[config.mk]
export PLATFORM = sky130hd
export DESIGN_NAME = anotherworld_page_engine
export DESIGN_NICKNAME = d
export VERILOG_FILES = /design/src/rtl/anotherworld_page_engine_pkg.sv /design/src/rtl/anotherworld_page_engine.sv
export SDC_FILE = /design/constraint.sdc
export NUM_CORES = 1
export LEC_CHECK = 0
export BUFFER_PORTS_ARGS = -buffer_cell sky130_fd_sc_hd__buf_2
export CORE_MARGIN = 2
export CORE_UTILIZATION = 50
export CTS_CLUSTER_DIAMETER = 120
export DETAILED_ROUTE_END_ITERATION = 8
export PLACE_DENSITY = 0.79
export SYNTH_ARGS = -nofsm -noshare
export SYNTH_HDL_FRONTEND = slang
export SYNTH_SLANG_ARGS = --single-unit
export TNS_END_PERCENT = 20
[constraint.sdc]
create_clock -name clk -period 2.2 [get_ports clk]
set_input_delay 0 -clock clk [delete_from_list [all_inputs] [get_ports clk]]
set_output_delay 0 -clock clk [all_outputs]
set_load 0.05 [all_outputs]
[src/rtl/anotherworld_page_engine_pkg.sv]
// Shared constants for the video page engine: VM opcodes, FSM encoding and
// framebuffer address geometry.
package anotherworld_page_engine_pkg;

    localparam logic [7:0] OPCODE_FILL = 8'h0E;
    localparam logic [7:0] OPCODE_COPY = 8'h0F;

    // The engine's cmd_op bit is the low bit of the VM opcode.
    localparam logic CMD_OP_FILL = OPCODE_FILL[0];
    localparam logic CMD_OP_COPY = OPCODE_COPY[0];

    localparam int WORDS_PER_PAGE_DEF = 16000;
    localparam int PAGE_W             = 2;
    localparam int OFFSET_W           = 14;
    localparam int ADDR_W             = PAGE_W + OFFSET_W;

    typedef enum logic [2:0] {
        ST_IDLE    = 3'd0,
        ST_FILL    = 3'd1,
        ST_COPY_RD = 3'd2,
        ST_COPY_WR = 3'd3,
        ST_DONE    = 3'd4
    } state_t;

    function automatic logic [15:0] fill_word(input logic [3:0] color);
        return {4{color}};
    endfunction

endpackage

[src/rtl/anotherworld_page_engine.sv]
// Video page fill/copy engine; fill = WORDS_PER_PAGE write cycles, copy = 2*WORDS_PER_PAGE read/write cycles.
// Latency: first strobe the cycle after accept, done pulse one cycle after the last write.
// Backpressure: cmd_ready only in IDLE; copy support built only with ANOTHERWORLD_PAGECOPY_EN.
module anotherworld_page_engine
    import anotherworld_page_engine_pkg::*;
#(
    parameter int WORDS_PER_PAGE = WORDS_PER_PAGE_DEF
) (
    input  logic        clk,
    input  logic        reset,
    input  logic        cmd_valid,
    output logic        cmd_ready,
    input  logic        cmd_op,
    input  logic [1:0]  cmd_dst,
    input  logic [1:0]  cmd_src,
    input  logic [3:0]  cmd_color,
    output logic [15:0] fb_addr,
    output logic        fb_we,
    output logic [15:0] fb_wdata,
    output logic        fb_re,
    input  logic [15:0] fb_rdata,
    output logic        busy,
    output logic        done
);

    localparam logic [OFFSET_W-1:0] OFFSET_LAST = OFFSET_W'(WORDS_PER_PAGE - 1);
    localparam logic [OFFSET_W-1:0] OFFSET_ZERO = '0;

    state_t              state;
    logic [OFFSET_W-1:0] offset;
    logic [OFFSET_W-1:0] offset_nxt;
    logic [PAGE_W-1:0]   dst_q;
    logic [15:0]         fill_q;
    logic [ADDR_W-1:0]   addr_q;
    logic                we_q;
    logic                re_q;
    logic                done_q;

`ifdef ANOTHERWORLD_PAGECOPY_EN
    logic [PAGE_W-1:0]   src_q;
`endif

    assign offset_nxt = offset + 14'd1;
    assign cmd_ready  = (state == ST_IDLE);
    assign busy       = ~cmd_ready;
    assign done       = done_q;
    assign fb_addr    = addr_q;
    // Strobes are cut combinationally so a reset aborts the in-flight access too.
    assign fb_we      = we_q & ~reset;
    assign fb_re      = re_q & ~reset;

`ifdef ANOTHERWORLD_PAGECOPY_EN
    // Read data arrives in the COPY_WR cycle and is written straight through.
    assign fb_wdata = (state == ST_COPY_WR) ? fb_rdata : fill_q;
`else
    logic unused_copy;
    assign unused_copy = ^{cmd_src, fb_rdata};
    assign fb_wdata    = fill_q;
`endif

    always_ff @(posedge clk) begin
        if (reset) begin
            state  <= ST_IDLE;
            offset <= '0;
            dst_q  <= '0;
            fill_q <= '0;
            addr_q <= '0;
            we_q   <= 1'b0;
            re_q   <= 1'b0;
            done_q <= 1'b0;
`ifdef ANOTHERWORLD_PAGECOPY_EN
            src_q  <= '0;
`endif
        end else begin
            we_q   <= 1'b0;
            re_q   <= 1'b0;
            done_q <= 1'b0;
            case (state)
                ST_IDLE: begin
                    if (cmd_valid) begin
                        dst_q  <= cmd_dst;
                        fill_q <= fill_word(cmd_color);
                        offset <= '0;
`ifdef ANOTHERWORLD_PAGECOPY_EN
                        src_q  <= cmd_src;
`endif
                        if (cmd_op == CMD_OP_FILL) begin
                            state  <= ST_FILL;
                            we_q   <= 1'b1;
                            addr_q <= {cmd_dst, OFFSET_ZERO};
                        end
`ifdef ANOTHERWORLD_PAGECOPY_EN
                        else if (cmd_src != cmd_dst) begin
                            state  <= ST_COPY_RD;
                            re_q   <= 1'b1;
                            addr_q <= {cmd_src, OFFSET_ZERO};
                        end
`endif
                        else begin
                            state  <= ST_DONE;
                            done_q <= 1'b1;
                        end
                    end
                end
                ST_FILL: begin
                    if (offset == OFFSET_LAST) begin
                        state  <= ST_DONE;
                        done_q <= 1'b1;
                    end else begin
                        offset <= offset_nxt;
                        we_q   <= 1'b1;
                        addr_q <= {dst_q, offset_nxt};
                    end
                end
`ifdef ANOTHERWORLD_PAGECOPY_EN
                ST_COPY_RD: begin
                    state  <= ST_COPY_WR;
                    we_q   <= 1'b1;
                    addr_q <= {dst_q, offset};
                end
                ST_COPY_WR: begin
                    if (offset == OFFSET_LAST) begin
                        state  <= ST_DONE;
                        done_q <= 1'b1;
                    end else begin
                        offset <= offset_nxt;
                        state  <= ST_COPY_RD;
                        re_q   <= 1'b1;
                        addr_q <= {src_q, offset_nxt};
                    end
                end
`endif
                ST_DONE: state <= ST_IDLE;
                default: state <= ST_IDLE;
            endcase
        end
    end

endmodule

After elaboration in Yosys (flattened, before gate mapping)
Index checks and enable logic that the tools add are counted.
{ "word_totals": {"ff_bits": 53, "wordCells": 42, "inputBits": 28} }
{ "op_classes": {"mux": 19, "n_reduce_logical": 6, "addsub": 1, "bitwise": 3, "n_eq_ne": 6} }
{ "op_table": {"columns": ["op", "n"], "rows": [
  ["2-to-1 mux 16 bit", 3],
  ["one-hot mux 16 bit (2 select lines)", 1],
  ["2-to-1 mux 14 bit", 2],
  ["one-hot mux 14 bit (2 select lines)", 1],
  ["adder 14 x 1 -> 14 bit (second input constant)", 1],
  ["== test 14 bit (second input constant)", 1],
  ["2-to-1 mux 3 bit", 3],
  ["inequality test 2 bit (second input constant)", 4],
  ["2-to-1 mux 1 bit", 6],
  ["one-hot mux 3 bit (2 select lines)", 1],
  ["one-hot mux 1 bit (2 select lines)", 2],
  ["AND reduction 2 bit", 2],
  ["AND reduction 4 bit", 1],
  ["== test 3 x 1 -> 1 bit (second input constant)", 1],
  ["zero test 3 bit", 1],
  ["AND reduction 3 bit", 1],
  ["NOT 1 bit", 2],
  ["nonzero test 2 bit", 1],
  ["AND 1 bit", 1]
]} }

Depth between registers and ports, before layout
Gate-level depths: netlist of the first run.
{ "depth": {"word_depth": 3, "mapped_depth": 7} }

Worst setup path before layout of the first run
No wires, ideal clock.
{ "synth_path": {"path_kind": "register -> register", "startpoint": "reg state[2]", "endpoint": "reg offset[13]", "n_path_buf": 1, "slack_ps": 189, "arrival_ps": 1894, "period_less_slack_ps": 2011, "required_time_ps": 2083, "stages_incl_launch_ff": 7, "cell_sequence": "dfxtp_1 -> or2_2 -> inv_1 -> and2_1 -> clkbuf_1 -> nor2_4 -> a32o_1"} }
{ "synth_between": {"elab_chain_cells": 3, "word_cells_on_any_way": 7, "cone_classes": "eq/ne: 3; mux: 1; reduce/logical: 3"} }
{ "synth_rtl": {"columns": ["item", "line_no", "rtl"], "rows": [
  ["start: declaration", "anotherworld_page_engine.sv:29", "state_t state;"],
  ["start signal: assignment", "anotherworld_page_engine.sv:63", "state <= ST_IDLE;"],
  ["start signal: assignment", "anotherworld_page_engine.sv:88", "state <= ST_FILL;"],
  ["start signal: assignment", "anotherworld_page_engine.sv:100", "state <= ST_DONE;"],
  ["zero test 3 bit (*)", null, null],
  ["via cmd_ready", "anotherworld_page_engine.sv:12", "output logic cmd_ready,"],
  ["inequality test 2 bit (no line) or nonzero test 2 bit (tied branches)", null, null],
  ["AND reduction 3 bit (no line)", null, null],
  ["end signal: assignment", "anotherworld_page_engine.sv:110", "offset <= offset_nxt;"],
  ["end: declaration", "anotherworld_page_engine.sv:30", "logic [OFFSET_W-1:0] offset;"]
]} }
Mark *: on every way through the listed nets, which the timed path passes. The rest lies on a longest branch.
A chain may end at the register's enable or synchronous reset.

Worst setup path after layout of the first run
{ "layout_path": {"startpoint": "reg offset[0]", "endpoint": "reg offset[12]"} }
{ "layout_between": {"elab_chain_cells": 3, "word_cells_on_any_way": 6, "cone_classes": "add/sub: 1; eq/ne: 2; mux: 2; reduce/logical: 1"} }
{ "layout_rtl": {"columns": ["item", "line_no"], "rows": [
  ["adder 14 x 1 -> 14 bit or == test 14 bit (tied branches)", "anotherworld_page_engine.sv:43, anotherworld_page_engine.sv:106"],
  ["2-to-1 mux 14 bit or inequality test 2 bit (tied branches)", null],
  ["one-hot mux 14 bit (2 select lines) or AND reduction 3 bit (tied branches)", null]
]} }
Parallel ways exist; a longest one is shown, timed or not. The select of a mux whose other input is x is not followed.

==> summary.txt, run 1 <==
Outcome
  • Status: completed

Worst setup path
  • Crit-path cells: ha_1, nand3_2, o41a_4, nor2_4, a21oi_1, a211oi_1
  • Critical path launch point type: flip-flop
  • Req. time, crit path: 2.41 ns
  • CP Depth: 6
  • R2R setup slack: 0.22 ns
  • Crit path kind: reg2reg
  • CP delay by family, top: compound AO/OA/AOI/OAI gates
  • Crit. End Element: flip-flop
  • CP Data Arrival Time: 2.19 ns
  • Reg-to-reg critical path endpoint: offset[12]
  • Buffers and inverters on the worst path: 0
  • Reg2reg path depth: 6
  • R2R Path Start: offset[0]
  • Slowest CP cell: o41a_4
  • Largest fanout on the critical path: 8
  • Slowest cell delay on critical path: 0.60 ns

Die
  • Die area: 4430 µm²
  • Die Width: 66.5 µm
  • Row count: 22
  • Core ar.: 3720 µm²
  • I/O pin cnt: 65
  • Die H: 66.5 µm
  • Initial Util: 0.526

Timing
  • Setup Viol. Count Final: 0
  • RSZ-0062 raised after global routing: false
  • TNS Setup: 0 ns
  • Setup Skew: 0.00382 ns
  • Period utilization: 0.900
  • Achievable Freq: 505 MHz
  • Slew Limit Headroom: 0.621
  • Max Slew Vio Count: 0
  • Minimum clock period: 1.98 ns
  • Fin. Hold Viols: 0
  • Worst Tran Pin Value: 0.563 ns
  • Worst-case hold slack: 0.114 ns

Synth
  • Synth async-reset ratio: 0
  • Top-count cell post-synth: dfxtp_1
  • Cells after synthesis: 232
  • Synth area leader: dfxtp_1
  • Number of enable flip-flop cells after synthesis: 0
  • Synth top area share: 0.409
  • Syn_area_per_cell: 8.43 µm²
  • Cell Area, Synth: 1960 µm²
  • Top_reg_cell synth: dfxtp_1
  • Yosys warnings: 0
  • Post-synth top cells: dfxtp_1 (40), nand2_1 (33), a21oi_1 (22)
  • Synth top area cells: dfxtp_1 (41%), nand2_1 (6.3%), a21oi_1 (5.6%)
  • Register area share after synthesis: 0.409
  • Seq cells post-synth: 40
  • Syn_nets: 261
  • Unique masters post-synth: 48

Power and ir drop
  • Max IR drop VDD: 0.384 mV
  • PwrDens: 722 nW/µm²
  • Leakage: 0.992 nW
  • Total power: 0.00169 W

Global route
  • Antenna violations before repair: 0
  • Global-route wire length before repair: 7200 µm
  • Grt total ovfl: 0
  • Largest net degree at the start of global routing: 23
  • Vias in the first global route: 1583
  • Total track usage: 0.215

Clocking
  • Clk slew on worst S/H paths: 0.07 ns
  • TritonCTS Sinks: 40
  • CTS tree: done
  • CTS H-tree depth: 2
  • Root buffer cell: clkbuf_8
  • Clock latency at the later pin of the worst-skew pair: 0.29 ns
  • Total CTS buffers: 5
  • Resize count post-CTS: 0
  • Clock Path Buffers: 2

Layout
  • Nets: 302
  • Proportion of layout cells with a drive suffix above 1: 0.292
  • P&R area growth vs syn: 19.8%
  • Ant diodes: 0
  • Fill count: 355
  • Design area: 2340 µm²

Min path
  • HP Start: reset
  • Hold Path Stages: 2
  • Hold Crit Class: in2reg
  • Min-Delay Endpoint: fb_addr[7]

Drt
  • Routed wire length: 4250 µm
  • Via density per instance: 5.52
  • Wire length per cell: 13.2 µm
  • Antenna-violating nets left: 0
  • Initial DRT Pass Iterations: 4
  • DR vias: 1778
  • Initial drt markers: 119
  • # DRC: 0

Place
  • Placed Area: 2160 µm²
  • DP Wirelength: 3050 µm
  • IO buf count: 45
  • GP Congestion: 0.889

Flow run
  • Max-Cap Viols: 0
## sequential cells by signal (all words and copies together), names as in the netlist
signal    cells
state         2
we_q          1
dst_q         2
done          1
offset       14
fb_wdata      4
fb_addr      16
## how the worst max path moves through the flow
| stage | startpoint | endpoint |
|---|---|---|
| floorplan | state[2] | offset[13] |
| global route | offset[0] | fb_addr[8] |
| finish | offset[0] | offset[12] |
| global placement | offset[0] | offset[12] |
| detailed placement | offset[0] | offset[12] |
| CTS | offset[0] | offset[12] |
## area by class of cell
type / count / area [µm²] / share of cell area
clock inverters: 1 / 30.0 / 0.0128
well taps: 48 / 60.1 / 0.0256
repair buffers: 62 / 368 / 0.157
inverters: 3 / 11.3 / 0.00481
clock buffers: 7 / 96.3 / 0.0411
flip-flops and latches: 40 / 801 / 0.342
multi-input cells: 161 / 976 / 0.417
## cell usage in the layout (no fill, tap or decap), types with 2 or more instances in the layout
cell type,count
a41oi_1,2
nand3_1,12
dfxtp_1,40
nor3_1,4
a211oi_1,4
xor2_1,2
nor4_1,2
clkbuf_8,7
a22o_1,3
inv_1,3
nor2b_1,2
a22oi_1,3
xnor2_1,9
nand2_1,33
nor2_2,2
a21oi_1,22
and3_1,2
dlygate4sd3_1,6
and4_1,2
and2_1,3
a21oi_2,2
a31oi_1,4
a311oi_1,4
buf_4,11
nand2_2,2
buf_2,45
o21ai_0,3
nor2_1,17
nand4_1,4
## kinds of logic after synthesis
group | after synthesis | synth area share
buffers and inverters | 31 | 0.0915
flip-flops | 40 | 0.409
AO/OA/AOI/OAI | 54 | 0.200
adder cells (fa/ha/maj) | 1 | 0.00640
AND/OR/NAND/NOR | 94 | 0.241
other | 1 | 0.00192
XOR/XNOR | 11 | 0.0493
## per-stage QoR
stage,setup WS (ns),cells,util
2_1_floorplan,0.189,232,-
3_3_place_gp,0.267,308,0.580
3_5_place_dp,0.247,308,0.580
4_1_cts,0.226,322,0.630
5_1_grt,0.0795,322,0.630
6_report,0.220,322,0.630
## timing repair
action                     CTS  global route
setup buffers                0             0
hold buffers                 6             0
setup endpoints to repair    0             0
hold endpoints to repair     8             0
## layer usage
metal  wire length (µm)  global-route usage
met5                  0                   0
met4                 78              0.0995
met3                260              0.0405
met2               2040               0.368
met1               1870               0.258
## where the power goes
| group | internal [W] | switching [W] | total (W) |
|---|---|---|---|
| registers | 0.000742 | 0.0000124 | 0.000755 |
| logic | 0.0000758 | 0.000212 | 0.000288 |
| clock network | 0.000400 | 0.000248 | 0.000648 |
| total | 0.00122 | 0.000472 | 0.00169 |
Power figures use the tool's default switching activity.
==> run 2: changes to the inputs <==
Settings changed: ABC_AREA set to 1, CORE_UTILIZATION 50 to 51, PLACE_DENSITY 0.79 to 0.8.
==> summary.txt, run 2 <==
Outcome
  • Status: completed (unchanged)

Synth
  • Syn_nets: 337 (was 261)
  • Number of enable flip-flop cells after synthesis: 0 (unchanged)
  • Synth top area share: 0.380 (was 0.409)
  • Yosys warnings: 0 (unchanged)
  • Synth area leader: dfxtp_1 (unchanged)
  • Top-count cell post-synth: nand2_1 (was dfxtp_1)
  • Synth top area cells: dfxtp_1 (38%), nand2_1 (12%), nor2_1 (8.2%) (was dfxtp_1 (41%), nand2_1 (6.3%), a21oi_1 (5.6%))
  • Cell Area, Synth: 2110 µm² (was 1960 µm²)
  • Synth async-reset ratio: 0 (unchanged)
  • Post-synth top cells: nand2_1 (70), nor2_1 (46), dfxtp_1 (40) (was dfxtp_1 (40), nand2_1 (33), a21oi_1 (22))
  • Cells after synthesis: 308 (was 232)
  • Top_reg_cell synth: dfxtp_1 (unchanged)
  • Unique masters post-synth: 26 (was 48)
  • Seq cells post-synth: 40 (unchanged)
  • Syn_area_per_cell: 6.84 µm² (was 8.43 µm²)
  • Register area share after synthesis: 0.380 (was 0.409)

Clocking
  • Number of hold buffers added after CTS: 6 (unchanged)
  • Root buffer cell: clkbuf_8 (unchanged)
  • Clock Path Buffers: 2 (unchanged)
  • Post-CTS setup buffers: 0 (unchanged)
  • TritonCTS Sinks: 40 (unchanged)
  • Total CTS buffers: 5 (unchanged)
  • CTS tree: done (unchanged)
  • Resize count post-CTS: 0 (unchanged)
  • Clock latency at the later pin of the worst-skew pair: 0.29 ns (about the same)
  • CTS H-tree depth: 2 (unchanged)
  • Clk slew on worst S/H paths: 0.07 ns (about the same)

Timing
  • Minimum clock period: 1.73 ns (was 1.98 ns)
  • Period utilization: 0.786 (was 0.900)
  • Max Slew Vio Count: 0 (unchanged)
  • Achievable Freq: 578 MHz (was 505 MHz)
  • Setup Skew: 0.00347 ns (was 0.00382 ns)
  • RSZ-0062 raised after global routing: false (unchanged)
  • Fin. Hold Viols: 0 (unchanged)
  • Worst Tran Pin Value: 0.694 ns (was 0.563 ns)
  • Setup Viol. Count Final: 0 (unchanged)
  • TNS Setup: 0 ns (unchanged)
  • Slew Limit Headroom: 0.537 (was 0.621)
  • Worst-case hold slack: 0.0182 ns (was 0.114 ns)

Power and ir drop
  • Max IR drop VDD: 0.446 mV (was 0.384 mV)
  • Logic pwr share: 0.260 (was 0.170)
  • Switching Share: 0.353 (was 0.279)
  • Total power: 0.00177 W (was 0.00169 W)
  • Sequential Power Share: 0.456 (was 0.446)
  • Leakage: 1.13 nW (was 0.992 nW)
  • Internal Power: 0.00114 W (was 0.00122 W)
  • Psw: 0.000624 W (was 0.000472 W)
  • Clock power share: 0.284 (was 0.383)
  • PwrDens: 741 nW/µm² (was 722 nW/µm²)

Drt
  • Initial DRT Pass Iterations: 4 (unchanged)
  • Initial drt markers: 77 (was 119)
  • Antenna-violating nets left: 0 (unchanged)
  • # DRC: 0 (unchanged)
  • DR vias: 1949 (was 1778)
  • Via density per instance: 4.95 (was 5.52)
  • Routed wire length: 4430 µm (was 4250 µm)
  • Wire length per cell: 11.2 µm (was 13.2 µm)

Worst setup path
  • Crit. End Element: flip-flop (unchanged)
  • Crit path kind: reg2reg (unchanged)
  • Req. time, crit path: 2.43 ns (was 2.41 ns)
  • Reg2reg path depth: 9 (was 6)
  • Critical path launch point type: flip-flop (unchanged)
  • CP Data Arrival Time: 1.96 ns (was 2.19 ns)
  • Largest fanout on the critical path: 15 (was 8)

Layout
  • Design area: 2380 µm² (was 2340 µm²)
  • Seq. cell area: 801 µm² (unchanged)
  • Ant diodes: 0 (unchanged)
  • Proportion of layout cells with a drive suffix above 1: 0.241 (was 0.292)
  • Most frequent cells in the layout: nand2_1 (70), nor2_1 (46), buf_2 (45) (was buf_2 (45), dfxtp_1 (40), nand2_1 (33))
  • Final core occ: 0.596 (was 0.630)
  • Max reg flops: 16 (unchanged)
  • Commonest non-fill, non-tap cell in the layout: nand2_1 (was buf_2)
  • P&R area growth vs syn: 13.1% (was 19.8%)
  • Footprint of the multi-input gates: 1010 µm² (was 976 µm²)
  • Fill count: 383 (was 355)
  • Nets: 372 (was 302)

Place
  • Placed Area: 2230 µm² (was 2160 µm²)
  • GP Congestion: 0.933 (was 0.889)
  • DP Wirelength: 3090 µm (was 3050 µm)
  • IO buf count: 45 (unchanged)

Global route
  • Largest net degree at the start of global routing: 24 (was 23)
  • Global-route wire length before repair: 7330 µm (was 7200 µm)
  • Total track usage: 0.210 (was 0.215)
  • Grt total ovfl: 0 (unchanged)
  • Vias in the first global route: 1728 (was 1583)
  • Antenna violations before repair: 0 (unchanged)

Flow run
  • Max-Cap Viols: 0 (unchanged)

Min path
  • Hold Path Stages: 3 (was 2)
  • Hold Crit Class: in2reg (unchanged)

Die
  • Core ar.: 4000 µm² (was 3720 µm²)
  • Die H: 68.3 µm (was 66.5 µm)
  • Die area: 4660 µm² (was 4430 µm²)
  • Row count: 23 (was 22)
  • Die Width: 68.3 µm (was 66.5 µm)
  • I/O pin cnt: 65 (unchanged)
  • Initial Util: 0.526 (about the same)
run 2: final cells by class:
class                   count  area share
multi-input cells         209       0.423
flip-flops and latches     40       0.336
repair buffers             51       0.120
inverters                  36      0.0567
clock buffers               8      0.0378
well taps                  50      0.0263
run 2: kinds of logic (layout without fill, tap and decap cells):
family / count (synthesis) / in the layout / synth area share
flops: 40 / 40 / 0.380
buf+inv: 59 / 95 / 0.141
other cells: 1 / 1 / 0.00178
compound gates: 32 / 32 / 0.0784
fa+ha+maj: 1 / 1 / 0.00594
simple gates: 175 / 175 / 0.393
run 2: power groups by stage:
stage	Sequential (W)	Combinational (W)	Clock, W
6_report	0.000805	0.000459	0.000502
5_1_grt	0.000812	0.000499	0.000538
4_1_cts	0.000804	0.000462	0.000510
3_5_place_dp	0.000820	0.000453	0
3_3_place_gp	0.000819	0.000446	0
2_1_floorplan	0.000909	0.000311	0
run 2: path summary, 6_finish.rpt:
| kind | end | slack (ns) | start |
|---|---|---|---|
| setup / recovery | fb_addr[3] | 0.47 | offset[0] |
| hold / removal | done | 0.02 | cmd_op |
| setup reg to reg | fb_addr[3] | 0.47 | offset[0] |
| hold reg to reg | fb_addr[4] | 0.46 | fb_addr[4] |
run 2: stage by stage:
stage	cells	setup slack, ns
floorplan	308	0.760
global placement	380	0.523
detailed placement	380	0.463
CTS	394	0.447
global route	394	0.284
finish	394	0.471
run 2: per-layer routing:
layer,vias up,wire (µm),part of all wire,track usage
met1,876,1880,0.42,0.241
met4,0,112,0.025,0.115
met2,45,2240,0.51,0.368
met5,-,0,0,0
met3,9,195,0.044,0.0378
li1,1019,-,-,-
run 2: worst max-delay path, cell delays in order (launching register included):
cell and delay, ns:
dfxtp_1 0.39, ha_1 0.23, nand3_2 0.12, nor2_4 0.16, nand3_2 0.13, nand2_4 0.18, nand2_4 0.17, nand2_1 0.10
nand2_1 0.05, nor2_1 0.12
